$ cat src/rtl/data_mem_responder.sv
// data_mem_responder: word RAM plus I/O page (cycle counter, GPIO, TX byte FIFO, sticky status) for a single-cycle CPU data port.
module data_mem_responder #(
  parameter int          RAM_WORDS  = 64,
  parameter logic [31:0] IO_BASE    = 32'h0000_1000,
  parameter int          FIFO_DEPTH = 4
) (
  input  logic        clk,
  input  logic        reset,
  input  logic        WE,
  input  logic [31:0] address_to_mem,
  input  logic [31:0] data_to_mem,
  output logic [31:0] data_from_mem,
  output logic [7:0]  tx_data,
  output logic        tx_valid,
  input  logic        tx_ready,
  output logic [31:0] gpio_out
);
  localparam int AW = $clog2(RAM_WORDS);
  localparam int PW = $clog2(FIFO_DEPTH);
  localparam logic [31:0] RAM_BYTES = 32'(RAM_WORDS * 4);
  localparam logic [PW:0] FULL_COUNT = (PW + 1)'(FIFO_DEPTH);

  logic [31:0]   ram [RAM_WORDS];
  logic [7:0]    fifo [FIFO_DEPTH];
  logic [31:0]   cycle;
  logic [PW-1:0] rd_ptr, wr_ptr;
  logic [PW:0]   count;
  logic          misalign, overflow;

  logic        in_ram, in_io, aligned, wr, full, empty, push, pop;
  logic        cyc_wr, gpio_wr, tx_wr, st_wr;
  logic [1:0]  off;
  logic [31:0] status, io_rd;

  always_comb begin
    in_ram  = address_to_mem < RAM_BYTES;
    in_io   = address_to_mem[31:4] == IO_BASE[31:4];
    off     = address_to_mem[3:2];
    aligned = address_to_mem[1:0] == 2'b00;
    wr      = WE & aligned;
    cyc_wr  = wr & in_io & (off == 2'd0);
    gpio_wr = wr & in_io & (off == 2'd1);
    tx_wr   = wr & in_io & (off == 2'd2);
    st_wr   = wr & in_io & (off == 2'd3);
    empty   = count == '0;
    full    = count == FULL_COUNT;
    push    = tx_wr & ~full;
    pop     = tx_valid & tx_ready;
    status  = {22'b0, overflow, misalign, 4'(count), 2'b0, full, empty};
    io_rd   = off == 2'd0 ? cycle : off == 2'd1 ? gpio_out : off == 2'd2 ? 32'b0 : status;
    data_from_mem = in_ram ? ram[address_to_mem[AW+1:2]] : in_io ? io_rd : 32'b0;
    tx_valid = ~empty;
    tx_data  = fifo[rd_ptr];
  end

  always_ff @(posedge clk) begin
    if (reset) begin
      cycle    <= '0;
      gpio_out <= '0;
      rd_ptr   <= '0;
      wr_ptr   <= '0;
      count    <= '0;
      misalign <= 1'b0;
      overflow <= 1'b0;
    end else begin
      cycle    <= cyc_wr ? data_to_mem : cycle + 32'd1;
      gpio_out <= gpio_wr ? data_to_mem : gpio_out;
      wr_ptr   <= push ? wr_ptr + 1'b1 : wr_ptr;
      rd_ptr   <= pop ? rd_ptr + 1'b1 : rd_ptr;
      count    <= count + {{PW{1'b0}}, push} - {{PW{1'b0}}, pop};
      // a set and a clear landing together resolve to set
      misalign <= (WE & ~aligned) | (misalign & ~(st_wr & data_to_mem[8]));
      overflow <= (tx_wr & full) | (overflow & ~(st_wr & data_to_mem[9]));
    end
  end

  always_ff @(posedge clk) begin
    if (!reset) begin
      if (wr & in_ram) ram[address_to_mem[AW+1:2]] <= data_to_mem;
      if (push) fifo[wr_ptr] <= data_to_mem[7:0];
    end
  end
endmodule

$ cat config.mk
export PLATFORM = sky130hd
export DESIGN_NAME = data_mem_responder
export DESIGN_NICKNAME = d
export VERILOG_FILES = /design/src/rtl/data_mem_responder.sv
export SDC_FILE = /design/constraint.sdc
export NUM_CORES = 2
export LEC_CHECK = 0
export ABC_AREA = 1
export BUFFER_PORTS_ARGS = -buffer_cell sky130_fd_sc_hd__buf_4
export CELL_PAD_IN_SITES_DETAIL_PLACEMENT = 0
export CELL_PAD_IN_SITES_GLOBAL_PLACEMENT = 2
export CORE_ASPECT_RATIO = 0.8
export CORE_MARGIN = 8
export CORE_UTILIZATION = 39
export CTS_CLUSTER_DIAMETER = 200
export DETAILED_ROUTE_END_ITERATION = 16
export PLACE_DENSITY = 0.73
export SYNTH_ARGS = -nofsm -noshare
export SYNTH_HDL_FRONTEND = slang
export SYNTH_SLANG_ARGS = --single-unit
$ cat constraint.sdc
create_clock -name clk -period 3.5 [get_ports clk]
set_input_delay 0.525 -clock clk [delete_from_list [all_inputs] [get_ports clk]]
set_output_delay 0.525 -clock clk [all_outputs]
set_load 0.01 [all_outputs]
After elaboration in Yosys (flattened, before gate mapping)
Memories as Yosys holds them, arrays and structs flattened. A register that Yosys moved wholly into a read port is not among the register bits.
Index checks and enable logic that the tools add are counted.
- multiplexer cells: 14
- add/subtract/negate cells: 5
- reduce and logical (&&, ||, !) cells: 3
- equal/unequal tests: 5
- order comparisons: 1
- bitwise logic cells: 22
- operators with widths (kind ; count):
    $mux 32 ; 5
    $add 32x1->32 const B ; 1
    $lt 32x9->1 const B ; 1
    $eq 28x9->1 const B ; 1
    $and 1x1->1 ; 15
    $mux 10 ; 1
    $mux 1 ; 6
    $not 1->1 ; 5
    $add 2x1->2 const B ; 2
    $eq 2x2->1 const B ; 2
    $logic_not 2->1 ; 2
    $mux 2 ; 2
    $add 3x1->3 ; 1
    $eq 3x3->1 const B ; 1
    $logic_not 3->1 ; 1
    $sub 3x1->3 ; 1
    $eq 2x1->1 const B ; 1
    $or 1x1->1 ; 2
- register bits after elaboration: 73
- memories kept: 2
- input bits: 68
- RAM bits: 2080
- logic and storage cells: 59
- memory list (name ; words ; bits a word ; rd ports ; clocked after memory_dff ; write ports ; RTL line ; text):
    ram ; 64 ; 32 ; 1 ; 0 ; 1 ; 23 ; logic [31:0] ram [RAM_WORDS];
    fifo ; 4 ; 8 ; 1 ; 1 ; 1 ; 24 ; logic [7:0] fifo [FIFO_DEPTH];

Logic depth before layout (Yosys ltp)
- depth after elaboration: 8
- gate-level depth with buffers: 16
- gate-level depth less buffers: 13

Least setup slack after synthesis
OpenSTA, ideal clock, no wires.
- path type: input -> register
- start point: input address_to_mem[15]
- end point: memory ram[0][0], enable pin
- setup slack: 39 ps
- setup time: 421 ps
- path buffers: 0
- data arrival time: 3040 ps
- stages: 9
- cells stage by stage: nor2_1 > inv_1 > nor3_1 > nand2_1 > nor2_2 > inv_1 > nor3_4 > nand3_1 > nor2_1
- longest elaborated chain between the ends: 5
- ends and longest elaborated chain (item ; RTL line ; text):
    from (decl) ; 10 ; input logic [31:0] address_to_mem,
    $lt 32x9->1 ; 36 ; in_ram = address_to_mem < RAM_BYTES;
    $and 1x1->1 ; 79 ; if (wr & in_ram) ram[address_to_mem[AW+1:2]] <= data_to_mem;
    $mux 1 ; 79 ;
    $mux 1 ; 78 ; if (!reset) begin
    $mux 1 (implied by the code) ; 79 ;
    to (decl) ; 23 ;
No other way between the ends.

Final worst setup path
- start point: input address_to_mem[4]
- end point: output data_from_mem[13]
- longest elaborated chain between the ends: 3
- elaborated cells on any way between the ends: 5
- ends and longest elaborated chain (item ; RTL line ; text):
    branches (longest 2 deep; another with $lt 32x9->1) ; -- ;
    $mux 32 (*) ; 51 ; data_from_mem = in_ram ? ram[address_to_mem[AW+1:2]] : in_io ? io_rd : 32'b0;
    to (decl) ; 12 ; output logic [31:0] data_from_mem,
Every way passes the cells marked *.

==> flow_summary.json <==
{
  "crit_buf_inv": 5,
  "relSlewSlack_pct": 21.8,
  "wl_per_cell_um": 27.4,
  "core_area_um2": 222000,
  "internal-power_mw": 41.7,
  "syn2layout_area_growth_pct": 18.4,
  "ys_ff_latch": 2155,
  "power_density_nw_per_um2": 527,
  "avgSynthCellArea_um2": 11.5,
  "swShare_pct": 23.0,
  "syn-cell-area_um2": 86700,
  "ios": 141,
  "wl_um": 305000,
  "cts_tree": "done",
  "gp_congestion": 0.858,
  "synth_most_common_cell": "nand2_1",
  "fin_crit_sh_pct": 99.5,
  "crit_arrival_ps": 2960,
  "seqPwrFrac_pct": 52.2,
  "worst_path_most_repeated_cell": "nand2_1",
  "grt_max_degree": 71,
  "worstSetupPathType": "in -> out",
  "hpwl_um": 181000,
  "fillers": 20173,
  "period_needed_ps": 3480,
  "layout.nets": 8060,
  "start_kind": "primary input",
  "ys_top_cells_by_count": "nand2_1 (2997), edfxtp_1 (2080), nor2_1 (467)",
  "power_frac_comb_pct": 6.0,
  "start_util_pct": 39.1,
  "drt-initial-drc-count": 6489,
  "clkPwrFrac_pct": 41.8,
  "cp_top_family": "simple AND/OR/NAND/NOR gates",
  "viasPerCell": 5.35,
  "numPortBuffers": 140,
  "crit_fanout": 30,
  "r2r_cells": 13,
  "antenna_found_initial": 11,
  "grt_pass1_vias": 57559,
  "synth_flop_cell": "edfxtp_1",
  "peakVddDrop_mv": 0.390,
  "final_max_slew_viol_count": 0,
  "yosysTopAreaCell": "edfxtp_1",
  "clock_sinks": 2155,
  "critPathRequiredTime_ps": 2970,
  "outcome": "finished, final reports clean",
  "cts_buffer_depth": 4,
  "setup_viol": 0,
  "drc": 0,
  "finalClockSkew_ps": 31.2,
  "slowest_stage": "nor2_2",
  "clk_pin_slew_ps": 60,
  "grt_first_pass_wirelength_um": 432000,
  "die_x_um": 543,
  "p_sw_mw": 12.4,
  "grt_overflow": 0,
  "dieArea_um2": 238000,
  "grt_usage_pct": 25.0,
  "cp_slowest_stage_delay_ps": 310,
  "dr.pass1.iters": 8,
  "holdWs_ps": 165,
  "fp-row-count": 155,
  "setup_slack_ps": 17.6,
  "cts_buffers": 220,
  "hold_viol_final": 0,
  "drive_gt1_share_pct": 12.1,
  "crit_chain": "buf_8, inv_8, buf_12, buf_4, a21oi_1, nand4_1, nand3_1, nand2_1, nand2_1, nand2_1, nor2_2, nor2_1, buf_4",
  "netlist.area_leader.share_pct": 72.0,
  "synthCells": 7559,
  "vias": 59694,
  "endpoint_kind": "output pin",
  "chipHeight_um": 438,
  "total_leakage_power_nw": 37.2,
  "tightestPinTransition_ps": 1170,
  "ys_warn_count": 0,
  "path_depth": 13,
  "async_flop_share_pct": 0,
  "htree_levels": 4,
  "dp_slack_ps": -374,
  "fmax_mhz": 287,
  "synth-edff-count": 2080,
  "yosysSeqAreaShare_pct": 73.7,
  "syn_nets": 7634,
  "cts-root-buf": "clkbuf_16",
  "clkLatencyLatePin_ps": 850,
  "rsz0062_at_grt": "no",
  "holdPathStages": 4,
  "synth.distinct_cells": 33,
  "hp-class": "in -> reg",
  "synthTopCellsByArea": "edfxtp_1 (72%), nand2_1 (13%), nand4_1 (2.6%), nand3_1 (2.3%), nor2_1 (2.0%)",
  "antenna_left": 0,
  "max-cap-violations": 0
}
## sequential cells by signal, indices dropped and copies added (netlist names), named ones only
register,count
gpio_out,32
rd_ptr,2
fifo,32
overflow,1
misalign,1
ram,2048
count,3
cycle,32
wr_ptr,2
## repair_timing
action / in CTS / in global routing
gates resized for setup: 19 / 11
hold buffers: 3 / 0
hold endpoints to repair: 2 / 0
setup buffers: 2 / 0
endpoints found under the setup margin: 11 / 9
pin swaps: 1 / 0
## through the flow
step | setup TNS (ps) | instances | cell area, um^2 | total power, mW | util, %
floorplan | 0 | 7559 | 86700 | 30.2 | -
global placement | -1270 | 10741 | 95800 | 32.0 | 43.1
detailed placement | -1200 | 10741 | 95800 | 32.1 | 43.1
CTS | 0 | 11142 | 103000 | 54.5 | 46.2
global route | 0 | 11142 | 103000 | 55.6 | 46.2
finish | 0 | 11150 | 103000 | 54.2 | 46.2
## power by group through the flow
stage,clock [mW],combinational (mW),sequential [mW]
2_1_floorplan,0,1.34,28.8
5_1_grt,23.9,3.49,28.3
6_report,22.6,3.25,28.3
4_1_cts,23.0,3.27,28.3
3_5_place_dp,0,3.24,28.8
3_3_place_gp,0,3.23,28.8
## layout make-up
cell class | count | area [um^2] | share of cell area, %
flip-flops and latches | 2155 | 64000 | 62.3
repair buffers | 599 | 6590 | 6.42
clock inverters | 119 | 920 | 0.896
inverters | 321 | 1240 | 1.21
clock buffers | 277 | 5780 | 5.63
diodes | 8 | 20.0 | 0.0195
well taps | 2983 | 3730 | 3.63
multi-input cells | 4688 | 20400 | 19.9
## path summary, 6_finish.rpt
kind | startpoint | to | slack, ps
max reg2reg | count[1] | count[2] | 1270
max | address_to_mem[4] | data_from_mem[13] | 20
min reg2reg | rd_ptr[1] | register | 470
min | tx_ready | register | 170
## worst reg2reg max path, cell delays in order (launching register included)
cell and delay, ps:
dfxtp_1 400, inv_1 130, nand2_1 130, nor2_1 80, inv_1 110, nand2_1 110
inv_1 180, nand2_1 100, nand2_1 80, ha_1 130, inv_1 50, fa_1 410
o21ai_0 170, a21oi_1 50
## cell usage in the layout, fill, tap and decap left out, types with 19 or more instances in the layout
cell       netlist  routed
a21oi_1        312     312
buf_12           0     163
buf_4            7     427
clkbuf_1       168      54
clkbuf_16        0     223
clkinv_1         1      62
clkinv_2         0      29
dfxtp_1         75      75
edfxtp_1      2080    2080
inv_1          315     314
nand2_1       2997    2988
nand3_1        406     404
nand4_1        359     359
nor2_1         467     386
nor2_4           1      70
nor3_1          19      19
o21ai_0         59      59
xor2_1          23      23
## routing by layer
layer / track usage [%] / wire length [um] / vias to the layer above
li1: - / - / 26865
met1: 36.8 / 138000 / 30299
met2: 39.6 / 139000 / 2183
met3: 3.29 / 20600 / 347
met4: 5.62 / 7090 / 0
met5: 0 / 0 / -
## cell families (layout without fill, tap and decap cells)
| logic type | count (synthesis) | after routing | synth area share (%) |
|---|---|---|---|
| AND/OR/NAND/NOR | 4262 | 4262 | 20.2 |
| flip-flops | 2155 | 2155 | 73.7 |
| buffers and inverters | 716 | 1316 | 3.38 |
| AO/OA/AOI/OAI | 396 | 396 | 2.35 |
| XOR/XNOR | 23 | 23 | 0.232 |
| adder cells (fa/ha/maj) | 7 | 7 | 0.110 |
| other | 0 | 8 | 0 |
(Power assumes the default switching activity.)
